==> config.mk <==
export PLATFORM = sky130hd
export DESIGN_NAME = mmu_table_ctrl_flat
export DESIGN_NICKNAME = d
export VERILOG_FILES = /design/src/rtl/mmu_table_if.sv /design/src/rtl/mmu_table_ctrl.sv /design/src/flat_wrapper.sv
export SDC_FILE = /design/constraint.sdc
export NUM_CORES = 1
export LEC_CHECK = 0
export BUFFER_PORTS_ARGS = -buffer_cell sky130_fd_sc_hd__buf_4
export CAP_MARGIN = 20
export CORE_MARGIN = 3
export CORE_UTILIZATION = 46
export CTS_CLUSTER_DIAMETER = 150
export DETAILED_ROUTE_END_ITERATION = 6
export HOLD_SLACK_MARGIN = 0.08
export PLACE_DENSITY_LB_ADDON = 0.08
export SYNTH_ARGS = -nofsm -noshare
export SYNTH_HDL_FRONTEND = slang
export SYNTH_SLANG_ARGS = --single-unit
==> constraint.sdc <==
create_clock -name clk -period 2.5 [get_ports clk]
set_input_delay 0.25 -clock clk [delete_from_list [all_inputs] [get_ports clk]]
set_output_delay 0.25 -clock clk [all_outputs]
set_load 0.03 [all_outputs]
==> src/rtl/mmu_table_if.sv <==
// mmu_table_if: request, map-register and table-RAM pin bundle for mmu_table_ctrl
interface mmu_table_if;
    logic        lookup_req;
    logic [11:0] lookup_page;
    logic        lookup_ack;
    logic [15:0] lookup_frame;
    logic        upd_req;
    logic [15:0] upd_addr;
    logic [15:0] upd_data;
    logic        upd_ack;
    logic        cfg_we;
    logic [1:0]  cfg_addr;
    logic [7:0]  cfg_data;
    logic [3:0]  user_map;
    logic [7:0]  supervisor_map_1;
    logic [7:0]  supervisor_map_2;
    logic [15:0] tram_addr;
    logic [15:0] tram_wdata;
    logic        tram_drive;
    logic [15:0] tram_rdata;
    logic        tram_oe_n;
    logic        tram_we_n;
    modport slave (
        input  lookup_req, lookup_page, upd_req, upd_addr, upd_data,
               cfg_we, cfg_addr, cfg_data, tram_rdata,
        output lookup_ack, lookup_frame, upd_ack, user_map, supervisor_map_1,
               supervisor_map_2, tram_addr, tram_wdata, tram_drive, tram_oe_n, tram_we_n
    );
    modport master (
        output lookup_req, lookup_page, upd_req, upd_addr, upd_data,
               cfg_we, cfg_addr, cfg_data, tram_rdata,
        input  lookup_ack, lookup_frame, upd_ack, user_map, supervisor_map_1,
               supervisor_map_2, tram_addr, tram_wdata, tram_drive, tram_oe_n, tram_we_n
    );
endinterface

==> src/rtl/mmu_table_ctrl.sv <==
// mmu_table_ctrl: shares the page-table SRAM between translation lookups and table updates, and holds the map registers
module mmu_table_ctrl #(
    parameter int RAM_WAIT = 1
) (
    input logic        clk,
    input logic        rst,
    mmu_table_if.slave bus
);
    typedef enum logic [2:0] {IDLE, LOOKUP, UPD_SETUP, UPD_WRITE, UPD_HOLD, ACK} state_t;
    localparam logic [2:0] W = 3'(RAM_WAIT);
    state_t state, state_nx;
    logic [2:0] cnt, cnt_nx;
    logic last_upd, grant_upd, grant_lookup;
    always_comb begin
        grant_upd = state == IDLE && bus.upd_req && (!bus.lookup_req || !last_upd);
        grant_lookup = state == IDLE && bus.lookup_req && !grant_upd;
        state_nx = state;
        cnt_nx = cnt - 3'd1;
        case (state)
            IDLE: begin
                state_nx = grant_upd ? UPD_SETUP : grant_lookup ? LOOKUP : IDLE;
                cnt_nx = W;
            end
            LOOKUP: state_nx = cnt == 3'd0 ? ACK : LOOKUP;
            UPD_SETUP: begin
                state_nx = UPD_WRITE;
                cnt_nx = W;
            end
            UPD_WRITE: state_nx = cnt == 3'd0 ? UPD_HOLD : UPD_WRITE;
            UPD_HOLD: state_nx = ACK;
            default: state_nx = IDLE;
        endcase
    end
    // last_upd doubles as the ack selector: it always names the access now in flight
    always_ff @(posedge clk or posedge rst) begin
        if (rst) begin
            state <= IDLE;
            cnt <= '0;
            last_upd <= 1'b1;
            bus.lookup_frame <= '0;
            bus.tram_addr <= '0;
            bus.tram_wdata <= '0;
            bus.user_map <= '0;
            bus.supervisor_map_1 <= '0;
            bus.supervisor_map_2 <= '0;
        end else begin
            state <= state_nx;
            cnt <= cnt_nx;
            if (grant_upd || grant_lookup) last_upd <= grant_upd;
            if (grant_lookup) bus.tram_addr <= {bus.user_map, bus.lookup_page};
            if (grant_upd) begin
                bus.tram_addr <= bus.upd_addr;
                bus.tram_wdata <= bus.upd_data;
            end
            if (state == LOOKUP && cnt == 3'd0) bus.lookup_frame <= bus.tram_rdata;
            if (bus.cfg_we && bus.cfg_addr == 2'd0) bus.user_map <= bus.cfg_data[3:0];
            if (bus.cfg_we && bus.cfg_addr == 2'd1) bus.supervisor_map_1 <= bus.cfg_data;
            if (bus.cfg_we && bus.cfg_addr == 2'd2) bus.supervisor_map_2 <= bus.cfg_data;
        end
    end
    // pin strobes decode straight from the state register so reset releases the bus at once
    assign bus.tram_oe_n = state != LOOKUP;
    assign bus.tram_we_n = state != UPD_WRITE;
    assign bus.tram_drive = state == UPD_SETUP || state == UPD_WRITE || state == UPD_HOLD;
    assign bus.lookup_ack = state == ACK && !last_upd;
    assign bus.upd_ack = state == ACK && last_upd;
endmodule

==> src/flat_wrapper.sv <==
// flat-port wrapper written by rule: the top's interface ports become plain ports
module mmu_table_ctrl_flat 
#(
    parameter int RAM_WAIT = 1
)
  (clk, rst, bus_lookup_req, bus_lookup_page, bus_upd_req, bus_upd_addr, bus_upd_data, bus_cfg_we, bus_cfg_addr, bus_cfg_data, bus_tram_rdata, bus_lookup_ack, bus_lookup_frame, bus_upd_ack, bus_user_map, bus_supervisor_map_1, bus_supervisor_map_2, bus_tram_addr, bus_tram_wdata, bus_tram_drive, bus_tram_oe_n, bus_tram_we_n);
  mmu_table_if bus_i ();
  input logic clk;
  input logic rst;
  input wire logic [$bits(bus_i.lookup_req)-1:0] bus_lookup_req;
  input wire logic [$bits(bus_i.lookup_page)-1:0] bus_lookup_page;
  input wire logic [$bits(bus_i.upd_req)-1:0] bus_upd_req;
  input wire logic [$bits(bus_i.upd_addr)-1:0] bus_upd_addr;
  input wire logic [$bits(bus_i.upd_data)-1:0] bus_upd_data;
  input wire logic [$bits(bus_i.cfg_we)-1:0] bus_cfg_we;
  input wire logic [$bits(bus_i.cfg_addr)-1:0] bus_cfg_addr;
  input wire logic [$bits(bus_i.cfg_data)-1:0] bus_cfg_data;
  input wire logic [$bits(bus_i.tram_rdata)-1:0] bus_tram_rdata;
  output wire logic [$bits(bus_i.lookup_ack)-1:0] bus_lookup_ack;
  output wire logic [$bits(bus_i.lookup_frame)-1:0] bus_lookup_frame;
  output wire logic [$bits(bus_i.upd_ack)-1:0] bus_upd_ack;
  output wire logic [$bits(bus_i.user_map)-1:0] bus_user_map;
  output wire logic [$bits(bus_i.supervisor_map_1)-1:0] bus_supervisor_map_1;
  output wire logic [$bits(bus_i.supervisor_map_2)-1:0] bus_supervisor_map_2;
  output wire logic [$bits(bus_i.tram_addr)-1:0] bus_tram_addr;
  output wire logic [$bits(bus_i.tram_wdata)-1:0] bus_tram_wdata;
  output wire logic [$bits(bus_i.tram_drive)-1:0] bus_tram_drive;
  output wire logic [$bits(bus_i.tram_oe_n)-1:0] bus_tram_oe_n;
  output wire logic [$bits(bus_i.tram_we_n)-1:0] bus_tram_we_n;
  assign bus_i.lookup_req = bus_lookup_req;
  assign bus_i.lookup_page = bus_lookup_page;
  assign bus_i.upd_req = bus_upd_req;
  assign bus_i.upd_addr = bus_upd_addr;
  assign bus_i.upd_data = bus_upd_data;
  assign bus_i.cfg_we = bus_cfg_we;
  assign bus_i.cfg_addr = bus_cfg_addr;
  assign bus_i.cfg_data = bus_cfg_data;
  assign bus_i.tram_rdata = bus_tram_rdata;
  assign bus_lookup_ack = bus_i.lookup_ack;
  assign bus_lookup_frame = bus_i.lookup_frame;
  assign bus_upd_ack = bus_i.upd_ack;
  assign bus_user_map = bus_i.user_map;
  assign bus_supervisor_map_1 = bus_i.supervisor_map_1;
  assign bus_supervisor_map_2 = bus_i.supervisor_map_2;
  assign bus_tram_addr = bus_i.tram_addr;
  assign bus_tram_wdata = bus_i.tram_wdata;
  assign bus_tram_drive = bus_i.tram_drive;
  assign bus_tram_oe_n = bus_i.tram_oe_n;
  assign bus_tram_we_n = bus_i.tram_we_n;
  mmu_table_ctrl #(.RAM_WAIT(RAM_WAIT)) u_core (.clk(clk), .rst(rst), .bus(bus_i));
endmodule
* Yosys cells after proc, flatten, opt, wreduce, memory -nomap -nowiden
Cells that the tools add are included.
** Storage, ports and cells
- Register bits :: 75
- Input port bits :: 75
- Output and inout bits :: 73
- Logic and storage cells :: 49
** Cells by class
- Add/subtract/negate cells :: 1
- Equal/unequal tests :: 9
- Multiplexer cells :: 8
- Reductions and logical operators :: 22
** Operators with widths (number)
- $mux W16 :: 2
- $pmux W3 S5 :: 1
- $mux W3 :: 4
- $logic_and A1 B1 Y1 :: 10
- $eq A3 B2 Y1 const B :: 2
- $eq A3 B3 Y1 const B :: 2
- $logic_not A3 Y1 :: 2
- $logic_or A1 B1 Y1 :: 4
- $eq A3 B1 Y1 const B :: 1
- $logic_not A1 Y1 :: 3
- $ne A3 B1 Y1 const B :: 1
- $ne A3 B2 Y1 const B :: 1
- $sub A3 B1 Y3 const B :: 1
- $eq A2 B1 Y1 const B :: 1
- $eq A2 B2 Y1 const B :: 1
- $logic_not A2 Y1 :: 1
- $reduce_bool A2 Y1 :: 1
- $reduce_or A2 Y1 :: 1
- $mux W1 :: 1

* Longest topological paths before layout
- Word-level depth :: 8
- Mapped depth :: 7
- Gate-level depth less buffers :: 6

* Worst setup path before layout
OpenSTA, ideal clock, no wires.
- Kind :: register to register
- Start :: register u_core.cnt[0]
- End :: register u_core.bus.lookup_frame[0]
- Setup time :: 0.125 ns
- Arrival :: 1.443 ns
- Data required time :: 2.375 ns
- Setup slack :: 0.932 ns
- Stages on the path, launching flop included :: 8
- Buffers on the path :: 2
- Period minus slack after synthesis :: 1.568 ns
- Cells stage by stage :: dfrtp_1 > inv_1 > ha_1 > ha_1 > and3b_1 > buf_6 > buf_12 > mux2_4
** Between the ends
- Cells in the longest elaborated chain, start to end :: 2
** Ends and longest elaborated chain
- from (decl) :: RTL line mmu_table_ctrl.sv:12 : logic [2:0] cnt, cnt_nx;
- from (signal assigned) :: RTL line mmu_table_ctrl.sv:48 : cnt <= cnt_nx;
- $logic_not A3 Y1 :: RTL line mmu_table_ctrl.sv:55 : if (state == LOOKUP && cnt == 3'd0) bus.lookup_frame <= bus.tram_rdata;
- $logic_and A1 B1 Y1 :: RTL line mmu_table_ctrl.sv:55
- to (signal assigned) :: RTL line mmu_table_ctrl.sv:55
- to (decl) :: RTL line mmu_table_if.sv:26 : output lookup_ack, lookup_frame, upd_ack, user_map, supervisor_map_1,
Every way passes these cells.
A chain may end at the register's enable or synchronous reset.

* Worst setup path after layout
- Start :: register u_core.last_upd
- End :: register u_core.bus.tram_wdata[4] (netlist name)
** Between the ends
- Cells in the longest elaborated chain, start to end :: 3
** Ends and longest elaborated chain
- from (decl) :: RTL line mmu_table_ctrl.sv:13 : logic last_upd, grant_upd, grant_lookup;
- from (signal assigned) :: RTL line mmu_table_ctrl.sv:49 : if (grant_upd || grant_lookup) last_upd <= grant_upd;
- $logic_not A1 Y1 :: RTL line mmu_table_ctrl.sv:15 : grant_upd = state == IDLE && bus.upd_req && (!bus.lookup_req || !last_upd);
- $logic_or A1 B1 Y1 :: RTL line mmu_table_ctrl.sv:15
- $logic_and A1 B1 Y1 :: RTL line mmu_table_ctrl.sv:15
- to (signal assigned) :: RTL line mmu_table_ctrl.sv:53 : bus.tram_wdata <= bus.upd_data;
- to (decl) :: RTL line mmu_table_if.sv:27 : supervisor_map_2, tram_addr, tram_wdata, tram_drive, tram_oe_n, tram_we_n
Every way passes these cells.

==> metrics.md <==
| Metric | Value |
|---|---|
| Status | completed |
| Setup TNS | 0 ns |
| Largest net degree at the start of global routing | 48 |
| Post-synth EDFFs | 0 |
| Worst vdd ir | 804.6 µV |
| Post-DP HPWL | 5.598 mm |
| Initial core utilization | 0.4900 |
| DRT Wirelength | 7.680 mm |
| Average wire per standard cell | 16.31 µm |
| First-pass GRT wire length | 11.76 mm |
| Final Hold Violating Endpoints | 0 |
| First-pass detailed-route iteration total | 4 |
| HP Class | in2reg |
| Req. time, crit path | 2.72 ns |
| Synth Area in XOR/XNOR | 0 |
| WS Path Type | reg2reg |
| IO Port Bufs | 147 |
| CP startpoint kind | flip-flop |
| GPL Wtd Cong | 0.8070 |
| RSZ-0062 raised after global routing | false |
| Share of the synthesized area in the top cell type | 0.5786 |
| Core footprint | 6531 µm² |
| Number of H-tree levels | 3 |
| Hold WS | 0.1029 ns |
| Congestion Overflow GR | 0 |
| Setup violators final | 0 |
| Layout cells sized above 1 | 0.5736 |
| CTS Sinks | 75 |
| Synth top area cells | dfrtp_1 58%, mux2_2 15%, mux2_4 4.7%, a31oi_1 2.5%, a21oi_1 2.2% |
| Worst slew margin | 0.4464 |
| Initial antenna violation count | 0 |
| Antenna diodes | 0 |
| Most common cell after layout, fill and taps aside | buf_4 |
| Primary FF master, synth | dfrtp_1 |
| Max Cap Viol | 0 |
| Clk buf depth | 2 |
| Synth Warn # | 0 |
| CP endpoint kind | flip-flop |
| Core Util, Final | 0.6973 |
| Final-stage net count | 466 |
| TritonCTS buffer count | 9 |
| Initial DRC Count | 62 |
| Mapped Nets | 316 |
| Final Max Slew Viols | 0 |
| Die height | 89.42 µm |
| CP max FO | 17 |
| Achievable frequency | 0.5466 GHz |
| CTS clk-pin slew, worst paths | 0.09 ns |
| Die ar. | 7995 µm² |
| Vias in the first global route | 2,440 |
| Mapped cell area | 3201 µm² |
| Post-synthesis adder-cell area fraction | 0.007819 |
| Unique masters post-synth | 34 |
| Post-layout min period | 1.829 ns |
| FF+latch count, synth | 75 |
| Worst Skew | 0.01286 ns |
| Mapped Cells | 239 |
| Post-cts gate resize count | 0 |
| Post-synthesis mux area share | 0.1947 |
| Leakage dissipation | 2.208 nW |
| # IOs | 148 |
| Drt drc | 0 |
| Fillers | 524 |
| Power Density | 1295 nW/µm² |
| Largest family of logic cells by synthesized area | multiplexers |
| Via-to-Cell Ratio | 5.291 |
| Mean Syn Cell Area | 13.39 µm² |
| Antenna viol nets, final | 0 |
| CTS tree | yes |
| Synth Area in Compound Gates | 0.09343 |
| Vias | 2,492 |
| CTS root buffer | clkbuf_8 |
| Overall global routing resource usage | 0.1940 |
| Dominant cell type by area after synthesis | dfrtp_1 |
| Ratio of final minimum period to clock period | 0.7318 |
| Synthesis-to-finish area growth | 42.30% |
| Ys async rst share | 1.000 |
| Most frequent cells in the layout | 150 x buf_4, 74 x dfrtp_1, 42 x mux2_2 |
| Num rows | 29 |
| Crit path DAT | 2.05 ns |
| Post-synthesis simple-gate area fraction | 0.08131 |
| Die width | 89.42 µm |
| Least-Margin Pin Slew | 0.8256 ns |
| Seq/Total Area, Yosys | 0.5868 |
| Clk_lat worst skew | 0.34 ns |
==> metal layers <==
layer,up-vias,share of wire,global-route usage,wire length (µm)
met5,-,0,0,0
met4,0,0.012,0.08390,95
met3,7,0.11,0.07558,825
met2,108,0.46,0.2914,3547
met1,1205,0.42,0.2500,3211
li1,1172,-,-,-
==> worst paths after layout <==
path	start	to	slack [ns]	cells past startpoint
min reg2reg	u_core.cnt[0]$_DFF_PP0_	u_core.cnt[0]$_DFF_PP0_	0.46	1
min in group asynchronous	rst	u_core.bus.lookup_frame[6]$_DFFE_PP0P_	0.56	3
max in group asynchronous	rst	u_core.last_upd$_DFFE_PP1P_	1.23	4
max	u_core.last_upd$_DFFE_PP1P_	u_core.bus.tram_wdata[4]$_DFFE_PP0P_	0.67	3
max reg2reg	u_core.last_upd$_DFFE_PP1P_	u_core.bus.tram_wdata[4]$_DFFE_PP0P_	0.67	3
min	bus_lookup_req	u_core.last_upd$_DFFE_PP1P_	0.10	2
==> state kept, by name (all words and copies together) (netlist names) <==
register / count
u_core.bus.lookup_frame: 16
u_core.bus.tram_addr: 16
u_core.bus.tram_wdata: 16
u_core.bus.supervisor_map_1: 8
u_core.bus.supervisor_map_2: 8
u_core.bus.user_map: 4
u_core.cnt: 3
u_core.state: 3
u_core.last_upd: 1
==> worst max-delay path: stages (launching register included) <==
cell and delay, ns:
dfstp_2 0.41, a21boi_2 0.67, nand2_4 0.28, mux2_2 0.34
==> timing repair <==
item	CTS	global route
hold buffers	1	0
setup buffers	0	0
endpoints found under the setup margin	0	0
endpoints found under the hold margin	28	0
==> where the power goes <==
group          internal (mW)  total (mW)  switching [mW]
combinational           1.25        2.91            1.66
sequential              1.72        2.04           0.318
clock                  0.488       0.942           0.454
==> synth_stat cells, types with 2 or more instances <==
| cell | count |
|---|---|
| nand2b_1 | 2 |
| nor2_1 | 5 |
| buf_6 | 3 |
| a221o_1 | 4 |
| buf_4 | 3 |
| inv_1 | 4 |
| dfrtp_1 | 74 |
| mux2_2 | 42 |
| mux2_4 | 10 |
| or2b_1 | 2 |
| a31oi_1 | 13 |
| nand3b_1 | 3 |
| and3_1 | 6 |
| a21oi_1 | 14 |
| clkbuf_1 | 5 |
| o21ai_0 | 14 |
| nand2_1 | 6 |
| ha_1 | 2 |
| nand3_1 | 12 |
==> cell families after synthesis <==
kind of cell	count (synthesis)
adder cells (fa/ha/maj)	2
multiplexers	52
flip-flops	75
AND/OR/NAND/NOR	44
buffers and inverters	17
AO/OA/AOI/OAI	49
==> per-stage QoR <==
step           instances  area [µm²]  worst slack [ns]  power [mW]
6_report             471        4554            0.6706       5.898
5_1_grt              471        4554            0.5530       6.248
4_1_cts              471        4554            0.6677       5.954
3_5_place_dp         454        4343            0.6786       5.001
3_3_place_gp         454        4343            0.7349       4.941
2_1_floorplan        239        3201            0.3417       3.958
==> layout make-up <==
cell class,instances,area (µm²),share of cell area
clock inverter,6,63.81,0.01401
inverter,4,15.01,0.003297
multi-input combinational,147,1207,0.2651
sequential,75,1878,0.4124
timing repair buffer,152,1156,0.2538
clock buffer,10,137.6,0.03022
tap,77,96.34,0.02115
(Power assumes the default switching activity.)
